## src/rtl/ahb_bus_pkg.sv

```systemverilog
// Shared AHB3-Lite constants and types for the bus decoder/multiplexer.
package ahb_bus_pkg;

  // HTRANS encodings
  localparam logic [1:0] HTRANS_IDLE   = 2'b00;
  localparam logic [1:0] HTRANS_BUSY   = 2'b01;
  localparam logic [1:0] HTRANS_NONSEQ = 2'b10;
  localparam logic [1:0] HTRANS_SEQ    = 2'b11;

  // HRESP encodings (AHB3-Lite single-bit response)
  localparam logic HRESP_OKAY  = 1'b0;
  localparam logic HRESP_ERROR = 1'b1;

  // Default-slave response sequencer states
  typedef enum logic [1:0] {
    DS_IDLE = 2'b00,
    DS_ERR1 = 2'b01,
    DS_ERR2 = 2'b10
  } ds_state_t;

  // True for transfers that demand a real response (NONSEQ or SEQ)
  function automatic logic htrans_active(input logic [1:0] htrans);
    htrans_active = (htrans == HTRANS_NONSEQ) || (htrans == HTRANS_SEQ);
  endfunction

endpackage

```

## src/rtl/ahb_default_slave.sv

```systemverilog
// Internal default slave: answers unmapped NONSEQ/SEQ transfers with the
// two-cycle AHB ERROR response and everything else with a zero-wait OKAY.
module ahb_default_slave
  import ahb_bus_pkg::*;
(
  input  logic       s_clk_i,
  input  logic       s_resetn_i,
  input  logic       unmapped,
  input  logic [1:0] htrans,
  input  logic       hready,
  output logic       ds_hready,
  output logic       ds_hresp
);

  ds_state_t state_r;
  ds_state_t state_s;
  logic      req_s;
  logic      hready_n_s;
  logic      hresp_n_s;
  logic      hready_r;
  logic      hresp_r;

  // An error sequence starts only when an unmapped active transfer is accepted
  always_comb begin
    req_s = unmapped & hready & htrans_active(htrans);
  end

  // Next-state and next-response decode for the error sequencer
  always_comb begin
    state_s    = state_r;
    hready_n_s = 1'b1;
    hresp_n_s  = HRESP_OKAY;
    case (state_r)
      DS_IDLE: begin
        if (req_s) begin
          state_s = DS_ERR1;
        end else begin
          state_s = DS_IDLE;
        end
      end
      DS_ERR1: begin
        state_s = DS_ERR2;
      end
      DS_ERR2: begin
        if (req_s) begin
          state_s = DS_ERR1;
        end else begin
          state_s = DS_IDLE;
        end
      end
      default: begin
        state_s = DS_IDLE;
      end
    endcase
    case (state_s)
      DS_ERR1: begin
        hready_n_s = 1'b0;
        hresp_n_s  = HRESP_ERROR;
      end
      DS_ERR2: begin
        hready_n_s = 1'b1;
        hresp_n_s  = HRESP_ERROR;
      end
      default: begin
        hready_n_s = 1'b1;
        hresp_n_s  = HRESP_OKAY;
      end
    endcase
  end

  // State and registered response outputs, cleared asynchronously
  always_ff @(posedge s_clk_i or negedge s_resetn_i) begin
    if (!s_resetn_i) begin
      state_r  <= DS_IDLE;
      hready_r <= 1'b1;
      hresp_r  <= HRESP_OKAY;
    end else begin
      state_r  <= state_s;
      hready_r <= hready_n_s;
      hresp_r  <= hresp_n_s;
    end
  end

  assign ds_hready = hready_r;
  assign ds_hresp  = hresp_r;

endmodule

```

## src/rtl/ahb_bus_mux.sv

```systemverilog
// Single-master AHB3-Lite decoder and response multiplexer. Decodes the
// address phase into one-hot slave selects, tracks the data-phase owner and
// routes that slave's response back to the master. Unmapped space is served
// by ahb_default_slave.
module ahb_bus_mux
  import ahb_bus_pkg::*;
#(
  parameter int          SLAVES             = 4,
  parameter logic [31:0] SLV_BASE [SLAVES]  = '{32'h8000_0000, 32'h8010_0000,
                                                32'h8020_0000, 32'h0000_0000},
  parameter logic [31:0] SLV_MASK [SLAVES]  = '{32'hFFF0_0000, 32'hFFF0_0000,
                                                32'hFFF0_0000, 32'hFFF0_0000}
) (
  input  logic                     s_clk_i,
  input  logic                     s_resetn_i,
  // master request
  input  logic [31:0]              m_haddr_i,
  input  logic [31:0]              m_hwdata_i,
  input  logic [2:0]               m_hburst_i,
  input  logic                     m_hmastlock_i,
  input  logic [3:0]               m_hprot_i,
  input  logic [2:0]               m_hsize_i,
  input  logic [1:0]               m_htrans_i,
  input  logic                     m_hwrite_i,
  input  logic [5:0]               m_hparity_i,
  input  logic [6:0]               m_hwchecksum_i,
  // response to master
  output logic [31:0]              m_hrdata_o,
  output logic                     m_hready_o,
  output logic                     m_hresp_o,
  output logic [6:0]               m_hrchecksum_o,
  // slave request broadcast
  output logic [SLAVES-1:0]        s_hsel_o,
  output logic [31:0]              s_haddr_o,
  output logic [31:0]              s_hwdata_o,
  output logic [2:0]               s_hburst_o,
  output logic                     s_hmastlock_o,
  output logic [3:0]               s_hprot_o,
  output logic [2:0]               s_hsize_o,
  output logic [1:0]               s_htrans_o,
  output logic                     s_hwrite_o,
  output logic [5:0]               s_hparity_o,
  output logic [6:0]               s_hwchecksum_o,
  // per-slave responses
  input  logic [SLAVES-1:0][31:0]  s_hrdata_i,
  input  logic [SLAVES-1:0]        s_hready_i,
  input  logic [SLAVES-1:0]        s_hresp_i,
  input  logic [SLAVES-1:0][6:0]   s_hrchecksum_i
);

  logic [SLAVES-1:0] match_raw_s;
  logic [SLAVES-1:0] match_s;
  logic              found_s;
  logic              unmapped_s;
  // bit SLAVES marks the default slave as data-phase owner
  logic [SLAVES:0]   dsel_r;
  logic              ds_hready_s;
  logic              ds_hresp_s;
  logic [31:0]       hrdata_s;
  logic              hready_s;
  logic              hresp_s;
  logic [6:0]        hrchecksum_s;

  // Address decode with lowest-index priority on overlapping windows
  always_comb begin
    match_raw_s = '0;
    match_s     = '0;
    found_s     = 1'b0;
    for (int k = 0; k < SLAVES; k++) begin
      match_raw_s[k] = ((m_haddr_i & SLV_MASK[k]) == SLV_BASE[k]);
    end
    for (int k = 0; k < SLAVES; k++) begin
      match_s[k] = match_raw_s[k] & ~found_s;
      found_s    = found_s | match_raw_s[k];
    end
    unmapped_s = ~found_s;
  end

  // Slaves see no HREADY, so selects are suppressed while a data phase stalls
  always_comb begin
    if (s_resetn_i) begin
      s_hsel_o = match_s & {SLAVES{m_hready_o}};
    end else begin
      s_hsel_o = '0;
    end
  end

  // Data-phase owner advances only when the current data phase completes
  always_ff @(posedge s_clk_i or negedge s_resetn_i) begin
    if (!s_resetn_i) begin
      dsel_r <= {1'b1, {SLAVES{1'b0}}};
    end else if (m_hready_o) begin
      dsel_r <= {unmapped_s, match_s};
    end else begin
      dsel_r <= dsel_r;
    end
  end

  ahb_default_slave u_default_slave (
    .s_clk_i    (s_clk_i),
    .s_resetn_i (s_resetn_i),
    .unmapped   (unmapped_s),
    .htrans     (m_htrans_i),
    .hready     (m_hready_o),
    .ds_hready  (ds_hready_s),
    .ds_hresp   (ds_hresp_s)
  );

  // AND-OR response mux; dsel_r is one-hot so exactly one source contributes.
  // The default slave returns zero data and zero checksum.
  always_comb begin
    hrdata_s     = 32'h0000_0000;
    hrchecksum_s = 7'h00;
    hready_s     = dsel_r[SLAVES] & ds_hready_s;
    hresp_s      = dsel_r[SLAVES] & ds_hresp_s;
    for (int k = 0; k < SLAVES; k++) begin
      hrdata_s     = hrdata_s     | ({32{dsel_r[k]}} & s_hrdata_i[k]);
      hrchecksum_s = hrchecksum_s | ({7{dsel_r[k]}}  & s_hrchecksum_i[k]);
      hready_s     = hready_s     | (dsel_r[k] & s_hready_i[k]);
      hresp_s      = hresp_s      | (dsel_r[k] & s_hresp_i[k]);
    end
  end

  assign m_hrdata_o     = hrdata_s;
  assign m_hready_o     = hready_s;
  assign m_hresp_o      = hresp_s;
  assign m_hrchecksum_o = hrchecksum_s;

  // Request broadcast, integrity fields passed through untouched
  assign s_haddr_o      = m_haddr_i;
  assign s_hwdata_o     = m_hwdata_i;
  assign s_hburst_o     = m_hburst_i;
  assign s_hmastlock_o  = m_hmastlock_i;
  assign s_hprot_o      = m_hprot_i;
  assign s_hsize_o      = m_hsize_i;
  assign s_htrans_o     = m_htrans_i;
  assign s_hwrite_o     = m_hwrite_i;
  assign s_hparity_o    = m_hparity_i;
  assign s_hwchecksum_o = m_hwchecksum_i;

endmodule

```

## config.mk

```make
export PLATFORM = sky130hd
export DESIGN_NAME = ahb_bus_mux
export DESIGN_NICKNAME = d
export VERILOG_FILES = /design/src/rtl/ahb_bus_pkg.sv /design/src/rtl/ahb_default_slave.sv /design/src/rtl/ahb_bus_mux.sv
export SDC_FILE = /design/constraint.sdc
export NUM_CORES = 1
export LEC_CHECK = 0
export BUFFER_PORTS_ARGS = -buffer_cell sky130_fd_sc_hd__buf_2
export CELL_PAD_IN_SITES_DETAIL_PLACEMENT = 0
export CELL_PAD_IN_SITES_GLOBAL_PLACEMENT = 2
export CORE_AREA = 3 3 150 152
export DETAILED_ROUTE_END_ITERATION = 10
export DIE_AREA = 0 0 153 155
export HOLD_SLACK_MARGIN = 0.08
export PLACE_DENSITY = 0.76
export SLEW_MARGIN = 20
export SYNTH_ARGS = -nofsm -noshare
export SYNTH_HDL_FRONTEND = slang
export SYNTH_SLANG_ARGS = --single-unit
```

## constraint.sdc

```tcl
create_clock -name s_clk_i -period 3.75 [get_ports s_clk_i]
set_input_delay 0.1875 -clock s_clk_i [delete_from_list [all_inputs] [get_ports s_clk_i]]
set_output_delay 0.1875 -clock s_clk_i [all_outputs]
set_load 0.02 [all_outputs]
```

# After elaboration in Yosys (flattened, before gate mapping)
# Cells that the tools add are included.
# op_classes
n_reduce_logical,5
muxes,5
n_bitwise,45
n_eq_ne,9
# op_table
operator,count
$and A32 B32 Y32,4
$or A32 B32 Y32,3
$eq A12 B12 Y1 const B,3
$logic_not A32 Y1,1
$and A7 B7 Y7,4
$or A7 B7 Y7,3
$and A1 B1 Y1,15
$or A1 B1 Y1,11
$eq A2 B2 Y1 const B,4
$and A4 B4 Y4,1
$eq A2 B1 Y1 const B,2
$mux W4,1
$not A1 Y1,4
$pmux W2 S2,1
$reduce_or A2 Y1,2
$mux W1,3
$logic_not A2 Y1,1
$logic_or A1 B1 Y1,1
# word_totals
inputBits,257
elab_cells,68
regBits,9
output_inout_bits,136

# Longest topological paths before layout
# Gate-level depths: netlist of the first run.
# logic_depth
ltp_word,12
depth_mapped,7

# By module
# Synthesis of the first run repeated with hierarchy kept, for this count alone.
# unflattened
hier_cells,278
hier_area_um2,1996.9
# modules_own_cells
module,area_per_inst_um2,instances,cells_each
ahb_bus_mux,1853.0,1,268
ahb_default_slave,143.9,1,10

# Least setup slack after synthesis of the first run
# Ideal clock, no wire load.
# synth_timing
path_kind,register to output
from,reg dsel_r[4]
to,out s_hsel_o[0]
path_stages_with_launch,5
t_arrival_ps,1686
path_slack_ps,1877
cell_sequence,dfstp_2 > a22oi_1 > and2_1 > buf_6 > nor4_1
# synth_via
elab_chain_cells,7
# synth_lines
item,line_no,text
start: declaration,ahb_bus_mux.sv:56,logic [SLAVES:0] dsel_r;
start signal: assignment,ahb_bus_mux.sv:91,"dsel_r <= {1'b1, {SLAVES{1'b0}}};"
start signal: assignment,ahb_bus_mux.sv:93,"dsel_r <= {unmapped_s, match_s};"
start signal: assignment,ahb_bus_mux.sv:95,dsel_r <= dsel_r;
$and A1 B1 Y1,ahb_bus_mux.sv:114,hready_s = dsel_r[SLAVES] & ds_hready_s;
$or A1 B1 Y1 (4 in a row),ahb_bus_mux.sv:119,hready_s = hready_s | (dsel_r[k] & s_hready_i[k]);
$and A4 B4 Y4,ahb_bus_mux.sv:82,s_hsel_o = match_s & {SLAVES{m_hready_o}};
$mux W4,ahb_bus_mux.sv:81,if (s_resetn_i) begin
end: declaration,ahb_bus_mux.sv:33,"output logic [SLAVES-1:0] s_hsel_o,"
# No other way between the ends.

# Final worst setup path of the first run
# layout_timing
from,reg dsel_r[2]
to,out s_hsel_o[0]
# layout_via
elab_chain_cells,5
# layout_lines
item,line_no
$and A1 B1 Y1,ahb_bus_mux.sv:119
$or A1 B1 Y1 (2 in a row),ahb_bus_mux.sv:119
$and A4 B4 Y4,ahb_bus_mux.sv:82
$mux W4,ahb_bus_mux.sv:81
# No other way between the ends.

==> qor.yml, run 1 <==
status:
  status: "complete, no violations"
floorplanning:
  die_area_mm2: 0.0237
  die_h_um: 155
  start_util_pct: 9.45
  io-pin-count: 393
  row_count: 53
  coreArea_mm2: 0.0212
  die_w_um: 153
critical_path:
  cp.arrival_ns: 1.97
  reg2reg_slack_ns: 1.69
  worstReg2RegStart: "dsel_r[2]"
  cp_max_fo: 10
  crit_type: "flop to primary output"
  r2r_cells: 5
  start_kind: "flop"
  end_kind: "primary output"
  timing.rr.end: "u_default_slave.ds_hresp"
  crit_required_ns: 3.56
pwr:
  powerDensity_mw_per_mm2: 142
  finalPower_mw: 0.408
  ir_drop_uv: 182
  p_leak_nw: 1.61
synthesis:
  synth_area_per_cell_um2: 7.12
  synthTopCellsByArea: "buf_4 34%, a22oi_1 30%, dfrtp_1 8.8%, nand2_1 8.4%, clkbuf_1 3.4%"
  synth-seq-cells: 9
  syn_area_mm2: 0.00200
  syn-num-nets: 539
  synth_cell_types: 26
  synth_top_area_share_pct: 34.2
  yosys.area.top_type: "buf_4"
  seq_area_frac_synth_pct: 11.4
  yosys_warnings: 0
  syn_inst: 281
timing:
  timing.fmax_mhz: 464
  hold_viol_final: 0
  tns_ns: 0
  worstMarginPinSlew_ns: 0.639
  period_share_pct: 57.5
  setup_viol: 0
  max_slew_margin_pct: 56.3
  rsz0062_at_grt: "false"
  whs_ns: 0.218
  skew_ns: 0.00101
  min_period_ns: 2.15
  drv_slew: 0
placed_design:
  port-buffer-count: 236
  post-dp-hpwl_mm: 7.83
  gp_congestion: 0.744
clock_tree:
  cts_tree: "built"
  htree_levels: 1
  clockBufferDepth: 2
  numCtsBuffers: 3
  root_buffer: "clkbuf_16"
  cts.clk_slew.worst_paths_ns: 0.04
  numClockSinks: 9
  clock_latency_ns: 0.23
layout:
  final.fill_count: 2462
  syn2layout_area_growth_pct: 43.6
  antenna_cells: 0
  final_cell_mix: "236 x buf_2, 80 x a22oi_1, 45 x nand2_1, 6 x inv_1, 5 x nand3_1"
  layout.nets: 673
  final_common_cell: "buf_2"
  drive_gt1_share_pct: 60.6
global_routing:
  antenna_found_initial: 2
  grt_pass1_wl_mm: 14.0
  grt_overflow: 0
  grt_pass1_vias: 2541
  grt_start_max_net_pins: 42
  gr-usage-all-layers_pct: 7.39
routing:
  ant_nets: 0
  routedWlPerCell_um: 14.3
  dr.pass1.iters: 4
  drt-total-wl_mm: 9.84
  via_per_inst: 3.75
  post-route-drc-count: 0
  detail_route.iter0.violations: 176
  vias: 2581
worst_hold_path:
  whs_endpoint: "dsel_r[3]"
  worstHoldStart: "m_haddr_i[31]"
  hold_path_depth: 2
  hold_class: "input pin to flop"
run:
  maxCapViolCount: 0
[critical path, stage by stage (launching register included)]
cell,delay (ns)
dfrtp_2,0.39
a222oi_1,0.61
and2_1,0.44
nor4_1,0.11
buf_2,0.17
[cells by family (layout without fill, tap and decap cells)]
kind of cell / after synthesis / after routing / synth area share, %
buffers and inverters: 119 / 252 / 40.2
AO/OA/AOI/OAI: 88 / 88 / 33.7
AND/OR/NAND/NOR: 63 / 63 / 13.6
flip-flops: 9 / 9 / 11.4
adder cells (fa/ha/maj): 2 / 2 / 1.13
[flip-flops by register name, indices dropped and copies added, names as in the netlist]
name,flops
u_default_slave.ds_hresp,1
dsel_r,5
u_default_slave.state_r,2
u_default_slave.ds_hready,1
[cells in the mapped netlist, drive strengths merged]
master,n
buf,94
a22oi,80
nand2,45
clkbuf,18
dfrtp,7
inv,7
nand3,5
nor4,4
nor3,3
o31ai,3
a222oi,2
dfstp,2
a2111oi,1
a31oi,1
and2,1
and3,1
and3b,1
ha,1
maj3,1
nand2b,1
nand4,1
nor2,1
o41ai,1
[through the flow]
| step | setup slack (ns) | util, % | std cells | cell area, µm² |
|---|---|---|---|---|
| 5_1_grt | 1.47 | 13.6 | 689 | 2870 |
| 6_report | 1.60 | 13.6 | 689 | 2870 |
| 3_5_place_dp | 1.74 | 13.1 | 684 | 2780 |
| 2_1_floorplan | 1.88 | - | 281 | 2000 |
| 4_1_cts | 1.61 | 13.6 | 689 | 2870 |
| 3_3_place_gp | 1.74 | 13.1 | 684 | 2780 |
[power by group]
part	switching, mW	leakage, nW	internal [mW]
clock	0.0455	0.0382	0.142
sequential	0	0.112	0.0977
combinational	0.0501	1.46	0.0724
[worst max path at each step]
stage,start,endpoint,slack [ns],cells past startpoint
3_5_place_dp,dsel_r[2],u_default_slave.ds_hresp,1.74,5
3_3_place_gp,dsel_r[2],u_default_slave.ds_hresp,1.74,5
2_1_floorplan,dsel_r[4],s_hsel_o[0],1.88,4
5_1_grt,dsel_r[2],s_hsel_o[0],1.47,4
4_1_cts,dsel_r[2],s_hsel_o[0],1.61,4
6_report,dsel_r[2],s_hsel_o[0],1.60,4
[final cells by class]
class                           count  area (µm²)  share of cell area, %
Inverter                            7        26.3                  0.915
Tap cell                          275         344                   12.0
Multi-Input combinational cell    153         967                   33.7
Clock buffer                        4        78.8                   2.75
Timing Repair Buffer              241        1220                   42.5
Sequential cell                     9         233                   8.11
[metal layers]
metal	global-route usage, %	up-vias	routed length [µm]
met3	3.76	34	1350
met1	7.32	1150	3290
met4	2.84	2	317
met2	13.3	198	4870
li1	-	1197	-
met5	0	-	12
[timing repair]
| item | 4_1_cts | 5_1_grt |
|---|---|---|
| setup buffers | 0 | 0 |
| resized for setup | 0 | 0 |
| hold buffers | 1 | 0 |
| endpoints found under the hold margin | 9 | 0 |
Note: power is estimated with default switching activity, not from simulation.
==> run 2: changes to the inputs <==
--- a/config.mk
+++ b/config.mk
@@ -5,14 +5,15 @@
 export SDC_FILE = /design/constraint.sdc
 export NUM_CORES = 1
 export LEC_CHECK = 0
+export ABC_AREA = 1
 export BUFFER_PORTS_ARGS = -buffer_cell sky130_fd_sc_hd__buf_2
 export CELL_PAD_IN_SITES_DETAIL_PLACEMENT = 0
 export CELL_PAD_IN_SITES_GLOBAL_PLACEMENT = 2
-export CORE_AREA = 3 3 150 152
+export CORE_MARGIN = 3
+export CORE_UTILIZATION = 10
 export DETAILED_ROUTE_END_ITERATION = 10
-export DIE_AREA = 0 0 153 155
 export HOLD_SLACK_MARGIN = 0.08
-export PLACE_DENSITY = 0.76
+export PLACE_DENSITY = 0.81
 export SLEW_MARGIN = 20
 export SYNTH_ARGS = -nofsm -noshare
 export SYNTH_HDL_FRONTEND = slang
==> constraint.sdc (replaced) <==
create_clock -name s_clk_i -period 1.8 [get_ports s_clk_i]
set_input_delay 0.09 -clock s_clk_i [delete_from_list [all_inputs] [get_ports s_clk_i]]
set_output_delay 0.09 -clock s_clk_i [all_outputs]
set_load 0.02 [all_outputs]
==> run 2 against run 1 <==
Via count up 12%. Combinational power rose to 11 times the previous value. Sequential share of layout area down 0.74 points. Clock skew up 0.00068 ns. Worst setup slack worse by 1.3 ns. Register-to-register slack worse by 1.3 ns. Worst hold slack worse by 0.092 ns. Sequential power rose to 3.1 times the previous value. Critical path depth up 3. Sequential cell count unchanged. Total power rose to 5.1 times the previous value. Utilization up 0.78 points.
==> qor.yml, run 2 <==
floorplanning:
  io-pin-count: 393  # unchanged
  die_w_um: 156  # +2.3%
  die_area_mm2: 0.0245  # +3.3%
  coreArea_mm2: 0.0220  # +4.1%
  die_h_um: 156  # +0.96%
  row_count: 54  # +1.9%
  start_util_pct: 10.3  # +0.83 points
synthesis:
  synth_mux_area_share_pct: 0  # unchanged
  yosysMostFrequentCell: "nand2_1"
  synthFlopType: "dfrtp_1"
  seq_area_frac_synth_pct: 10.1  # -1.3 points
  synth_cell_types: 25  # -3.8%
  synth_common_cells: "185 x nand2_1, 91 x buf_4, 39 x nand4_1, 18 x buf_2, 15 x nor2_1"
  synthTopCellsByArea: "nand2_1 31%, buf_4 30%, nand4_1 11%, dfrtp_1 7.7%, buf_2 4.0%"
  syn-num-nets: 653  # +21%
  synth_top_family_by_area: "simple AND/OR/NAND/NOR gates"
  yosys_warnings: 0  # unchanged
  synth_fa_ha_area_share_pct: 0.552  # -0.57 points
  synth_xor_area_share_pct: 0  # unchanged
  async_reset_ff_share_pct: 100  # unchanged
  yosys.area.top_type: "nand2_1"
  synthSimpleGateAreaFrac_pct: 50.3  # +37 points
  synth_area_per_cell_um2: 5.73  # -19%
  synth-seq-cells: 9  # unchanged
  synth-edff-count: 0  # unchanged
  synth_top_area_share_pct: 30.7  # -3.5 points
  syn_area_mm2: 0.00226  # +13%
  syn_inst: 395  # +41%
  synth_compound_area_share_pct: 0.829  # -33 points
clock_tree:
  cts_tree: "built"
  cts-hold-fix-buffers: 1  # unchanged
  htree_levels: 1  # unchanged
  post_cts_buffers: 0  # unchanged
  root_buffer: "clkbuf_16"
  cts.clk_slew.worst_paths_ns: 0.04  # about the same
  clock_latency_ns: 0.23  # about the same
  clockBufferDepth: 2  # unchanged
  numCtsBuffers: 3  # unchanged
  cts_resized: 0  # unchanged
  numClockSinks: 9  # unchanged
timing:
  drv_slew: 0  # unchanged
  hold_viol_final: 0  # unchanged
  min_period_ns: 1.55
  worstMarginPinSlew_ns: 0.303  # -0.337 ns
  tns_ns: 0  # unchanged
  setup_viol: 0  # unchanged
  timing.fmax_mhz: 647
  period_share_pct: 85.9
  rsz0062_at_grt: "false"
  whs_ns: 0.125  # -0.0921 ns
  skew_ns: 0.00169  # +0.000677 ns
  max_slew_margin_pct: 79.8  # +24 points
layout:
  final.fill_count: 2630  # +6.8%
  fin_cells: 812  # +18%
  top_register: "dsel_r"
  layout.nets: 791  # +18%
  antenna_cells: 0  # unchanged
  drive_gt1_share_pct: 50.2  # -10 points
  finalInstanceArea_mm2: 0.00316  # +10%
  syn2layout_area_growth_pct: 39.5
  final_common_cell: "buf_2"
  largest_reg_flops: 5  # unchanged
  top_regs: "dsel_r: 5 flops, u_default_slave.state_r: 2 flops"
  final_cell_mix: "236 x buf_2, 185 x nand2_1, 39 x nand4_1, 15 x nor2_1, 13 x inv_1"
placed_design:
  post-dp-hpwl_mm: 9.75  # +25%
  place_area_mm2: 0.00307  # +10%
  port-buffer-count: 236  # unchanged
  gp_congestion: 0.817  # +9.9%
  place_inst: 807  # +18%
critical_path:
  cp_max_fo: 8  # -2
  timing.rr.end: "u_default_slave.ds_hresp"
  start_kind: "flop"
  crit_type: "flop to primary output"
  r2r_cells: 8  # +3
  end_kind: "primary output"
  crit_required_ns: 1.71  # -1.85 ns
  reg2reg_slack_ns: 0.40  # -1.29 ns
  cp.arrival_ns: 1.46  # -0.51 ns
  worstReg2RegStart: "dsel_r[4]"
pwr:
  ir_drop_uv: 371  # +100%
  p_comb_share_pct: 66.9  # +37 points
  p_switching_mw: 1.01  # +950%
  seq_power_share_pct: 14.6  # -9.4 points
  powerDensity_mw_per_mm2: 659  # +360%
  p_int_mw: 1.07  # +240%
  p_leak_nw: 1.70  # +5.5%
  clkPwrFrac_pct: 18.5  # -28 points
  swShare_pct: 48.4  # +25 points
global_routing:
  grt_pass1_vias: 2803  # +10%
  grt_pass1_wl_mm: 15.6  # +11%
  grt_start_max_net_pins: 42  # unchanged
  antenna_found_initial: 0  # -2
  gr-usage-all-layers_pct: 8.10  # +0.71 points
  grt_overflow: 0  # unchanged
routing:
  detail_route.iter0.violations: 120  # -32%
  vias: 2895  # +12%
  ant_nets: 0  # unchanged
  routedWlPerCell_um: 14.0  # -2.0%
  via_per_inst: 3.57  # -4.8%
  post-route-drc-count: 0  # unchanged
  dr.pass1.iters: 4  # unchanged
  drt-total-wl_mm: 11.4  # +16%
worst_hold_path:
  hold_class: "input pin to flop"
  hold_path_depth: 3  # +1
  worstHoldStart: "m_htrans_i[1]"
  whs_endpoint: "u_default_slave.state_r[0]"
status:
  status: "complete, no violations"
run:
  maxCapViolCount: 0  # unchanged
## run 2: cell types whose count changed in the layout (fill, tap and decap cells not counted), moves of 4 or more
cell / delta
nand2_1: +140
nor2_1: +14
nor4_1: -4
nand4_1: +38
inv_1: +7
a22oi_1: -80
## run 2: area by class of cell
type / instances / area [µm²] / area share, %
Clock buffer: 4 / 78.8 / 2.50
Inverter: 18 / 70.1 / 2.22
Multi-Input combinational cell: 257 / 1170 / 37.1
Sequential cell: 9 / 233 / 7.37
Tap cell: 280 / 350 / 11.1
Timing Repair Buffer: 244 / 1260 / 39.8
## run 2: power groups by stage
| stage | sequential (mW) | combinational [mW] | clock [mW] |
|---|---|---|---|
| final | 0.305 | 1.39 | 0.385 |
| after global placement | 0.305 | 1.42 | 0 |
| after CTS | 0.306 | 1.42 | 0.393 |
| after floorplan | 0.290 | 1.14 | 0 |
| after global routing | 0.314 | 1.53 | 0.407 |
| after detailed placement | 0.309 | 1.42 | 0 |
## run 2: worst max-delay path by stage
stage                     startpoint                       end  cells past startpoint
after floorplan            dsel_r[4]  u_default_slave.ds_hresp                      8
after global placement     dsel_r[4]  u_default_slave.ds_hresp                      8
after detailed placement   dsel_r[4]  u_default_slave.ds_hresp                      8
after CTS                  dsel_r[4]               s_hsel_o[3]                      7
after global routing       dsel_r[4]               s_hsel_o[2]                      7
final                      dsel_r[4]               s_hsel_o[0]                      7
## run 2: worst max-delay path, cell delays in order (launching register included)
cell	delay, ns
dfstp_2	0.53
nand2_1	0.09
nand2_4	0.09
nor2_8	0.04
nand2_8	0.08
inv_4	0.05
nor3_2	0.16
buf_2	0.19
## run 2: cells by family (layout without fill, tap and decap cells)
| logic type | count (synthesis) | in the layout |
|---|---|---|
| simple gates | 253 | 253 |
| buf+inv | 129 | 266 |
| flops | 9 | 9 |
| compound gates | 3 | 3 |
| fa+ha+maj | 1 | 1 |
## run 2: stage by stage
stage / setup slack [ns] / power (mW) / util, %
2_1_floorplan: 0.450 / 1.43 / -
4_1_cts: 0.249 / 2.12 / 14.3
6_report: 0.253 / 2.08 / 14.3
3_5_place_dp: 0.396 / 1.72 / 13.9
3_3_place_gp: 0.401 / 1.72 / 13.9
5_1_grt: 0.147 / 2.26 / 14.3
## run 2: per-layer routing
metal | GRT usage [%] | wire length [µm]
met1 | 8.30 | 4110
met4 | 1.58 | 139
met2 | 15.4 | 5760
met3 | 3.43 | 1350
met5 | 0 | 0
==> run 3: changes to the inputs <==
==> config.mk (replaced) <==
export PLATFORM = sky130hd
export DESIGN_NAME = ahb_bus_mux
export DESIGN_NICKNAME = d
export VERILOG_FILES = /design/src/rtl/ahb_bus_pkg.sv /design/src/rtl/ahb_default_slave.sv /design/src/rtl/ahb_bus_mux.sv
export SDC_FILE = /design/constraint.sdc
export NUM_CORES = 1
export LEC_CHECK = 0
export BUFFER_PORTS_ARGS = -buffer_cell sky130_fd_sc_hd__buf_4
export CELL_PAD_IN_SITES_DETAIL_PLACEMENT = 1
export CELL_PAD_IN_SITES_GLOBAL_PLACEMENT = 1
export CORE_AREA = 3 3 150 152
export DETAILED_ROUTE_END_ITERATION = 10
export DIE_AREA = 0 0 153 155
export HOLD_SLACK_MARGIN = 0.08
export PLACE_DENSITY = 0.57
export SLEW_MARGIN = 20
export SYNTH_ARGS = -nofsm -noshare
export SYNTH_HDL_FRONTEND = slang
export SYNTH_SLANG_ARGS = --single-unit
==> run 3 against run 2 <==
First-iteration DRC count is 6.7% lower. Sequential power down 33%. Fmax decreased by 10%. Critical path type unchanged. Largest cell class unchanged. Cell count fell by 14%.
==> qor.yml, run 3 (synthesis results as in run 1) <==
critical_path:
  end_kind: "primary output"
  reg2reg_slack_ns: 0.18  # -0.22 ns
  cp_max_fo: 5  # -3
  r2r_cells: 6  # -2
  slowest_stage: "dfrtp_2"
  crit_top_cell: "buf_4"
  start_kind: "flop"
  slowest_delay_ns: 0.39  # -0.14 ns
  worstReg2RegStart: "dsel_r[4]"
  crit_required_ns: 1.71  # about the same
  cp.arrival_ns: 1.63  # +0.17 ns
  crit_type: "flop to primary output"
  crit_chain: "a222oi_1 > and2_4 > buf_4 > nor3_1 > buf_4"
  timing.rr.end: "u_default_slave.ds_hresp"
placed_design:
  pre_cts_ws_ns: 0.200  # -0.195 ns
  place_inst: 687  # -15%
  post-dp-hpwl_mm: 9.29  # -4.8%
  gp_congestion: 0.747  # -8.6%
  port-buffer-count: 236  # unchanged
timing:
  min_period_ns: 1.72  # +0.173 ns
  setup_viol: 0  # unchanged
  hold_viol_final: 0  # unchanged
  skew_ns: 0.000409  # -0.00128 ns
  timing.fmax_mhz: 582  # -10%
  drv_slew: 0  # unchanged
  max_slew_margin_pct: 64.2  # -16 points
  worstMarginPinSlew_ns: 0.537  # +0.235 ns
  tns_ns: 0  # unchanged
  setup_ws_ns: 0.0807  # -0.173 ns
  period_share_pct: 95.5  # +9.6 points
clock_tree:
  clockBufferDepth: 2  # unchanged
  numClockSinks: 9  # unchanged
  clock_latency_ns: 0.23  # about the same
  cts_tree: "built"
  cts.clk_slew.worst_paths_ns: 0.04  # about the same
  htree_levels: 1  # unchanged
  root_buffer: "clkbuf_16"
  numCtsBuffers: 3  # unchanged
global_routing:
  grt_start_max_net_pins: 42  # unchanged
  grt_pass1_vias: 2771  # -1.1%
  grt_pass1_wl_mm: 16.4  # +5.0%
  grt_overflow: 0  # unchanged
  antenna_found_initial: 0  # unchanged
  gr-usage-all-layers_pct: 8.64  # +0.54 points
routing:
  vias: 2598  # -10%
  post-route-drc-count: 0  # unchanged
  dr_wl_met2_mm: 5.92  # +2.7%
  routed.top_layer: "met4"
  drt-met1-wl_mm: 3.94  # -4.1%
  ant_nets: 0  # unchanged
  detail_route.iter0.violations: 112  # -6.7%
  routedWlPerCell_um: 16.6  # +18%
  route.met3.wl_mm: 1.39  # +2.7%
  via_per_inst: 3.74  # +4.8%
  dr.pass1.iters: 4  # unchanged
  drt-total-wl_mm: 11.5  # +1.2%
run:
  maxCapViolCount: 0  # unchanged
layout:
  top_register: "dsel_r"
  largest_reg_flops: 5  # unchanged
  top_regs: "dsel_r: 5 flops, u_default_slave.state_r: 2 flops"
  final_cell_mix: "245 x buf_4, 79 x a22oi_1, 45 x nand2_1, 6 x inv_1, 5 x nand3_1"
  final_common_cell: "buf_4"
  syn2layout_area_growth_pct: 77.7
  fin_cells: 695  # -14%
  antenna_cells: 0  # unchanged
  layout.nets: 679  # -14%
  drive_gt1_share_pct: 62.4  # +12 points
pwr:
  seq_power_share_pct: 21.0  # +6.4 points
  swShare_pct: 21.0  # -27 points
  finalPower_mw: 0.969  # -53%
  p_leak_nw: 1.81  # +6.6%
  powerDensity_mw_per_mm2: 273  # -59%
  clkPwrFrac_pct: 39.9  # +21 points
  ir_drop_uv: 390  # +4.9%
  p_comb_share_pct: 39.1  # -28 points
  p_int_mw: 0.765  # -29%
  p_switching_mw: 0.204  # -80%
floorplanning:
  start_util_pct: 9.45  # -0.83 points
  die_area_mm2: 0.0237  # -3.2%
  row_count: 53  # -1.9%
  die_w_um: 153  # -2.2%
  coreArea_mm2: 0.0212  # -4.0%
  die_h_um: 155  # -0.95%
  io-pin-count: 393  # unchanged
worst_hold_path:
  hold_class: "input pin to flop"
  worstHoldStart: "m_haddr_i[31]"
  whs_endpoint: "dsel_r[3]"
  hold_path_depth: 2  # -1
status:
  status: "complete, no violations"
## run 3: cell count changes in the layout (fill, tap and decap cells not counted), moves of 7 or more
cell,delta
buf_2,-236
nand4_1,-38
buf_4,+239
nand2_1,-140
inv_1,-7
a22oi_1,+79
nor2_1,-14
## run 3: how the worst max path moves through the flow
| stage | from | to | slack [ns] |
|---|---|---|---|
| after CTS | dsel_r[4] | s_hsel_o[0] | 0.008 |
| final | dsel_r[2] | s_hsel_o[3] | 0.08 |
| after floorplan | dsel_r[2] | u_default_slave.ds_hresp | -0.003 |
| after global placement | dsel_r[2] | u_default_slave.ds_hresp | 0.19 |
| after detailed placement | dsel_r[2] | u_default_slave.ds_hresp | 0.20 |
| after global routing | dsel_r[3] | s_hsel_o[3] | -0.04 |
## run 3: power by group through the flow
| stage | clock network (mW) | registers (mW) | logic (mW) |
|---|---|---|---|
| final | 0.387 | 0.203 | 0.379 |
| after global routing | 0.409 | 0.203 | 0.405 |
| after CTS | 0.394 | 0.203 | 0.381 |
| after detailed placement | 0 | 0.206 | 0.377 |
| after global placement | 0 | 0.206 | 0.374 |
| after floorplan | 0 | 0.206 | 0.309 |
## run 3: cell type report
class / instances / area (µm²)
Tap cell: 275 / 344
Timing Repair Buffer: 247 / 1870
Multi-Input combinational cell: 153 / 1000
Sequential cell: 9 / 233
Clock buffer: 4 / 78.8
Inverter: 7 / 26.3
Fill cell: 2601 / 17600
## run 3: through the flow
| step | hold slack (ns) | cell area (µm²) | utilization [%] |
|---|---|---|---|
| after global placement | -0.0732 | 3410 | 16.1 |
| after global routing | 0.127 | 3550 | 16.8 |
| after floorplan | -0.206 | 2010 | - |
| final | 0.108 | 3550 | 16.8 |
| after CTS | 0.102 | 3510 | 16.6 |
| after detailed placement | -0.0724 | 3410 | 16.1 |
## run 3: metal layers
layer | global-route usage, % | up-vias
li1 | - | 1207
met1 | 8.76 | 1173
met2 | 16.0 | 184
met3 | 3.92 | 34
met4 | 2.55 | 0
met5 | 0 | -
## run 3: worst max-delay path: cells and delay by family, from the launching register on
family | cells | cell delay [ns]
flops | 1 | 0.39
buf+inv | 2 | 0.31
simple gates | 2 | 0.31
compound gates | 1 | 0.39
## run 3: what timing repair did
item                                    CTS  global route
hold buffers                              1             0
endpoints found under the setup margin    2             3
pin swaps                                 0             2
setup buffers                             0             3
hold endpoints to repair                  9             0
resized for setup                         2             4
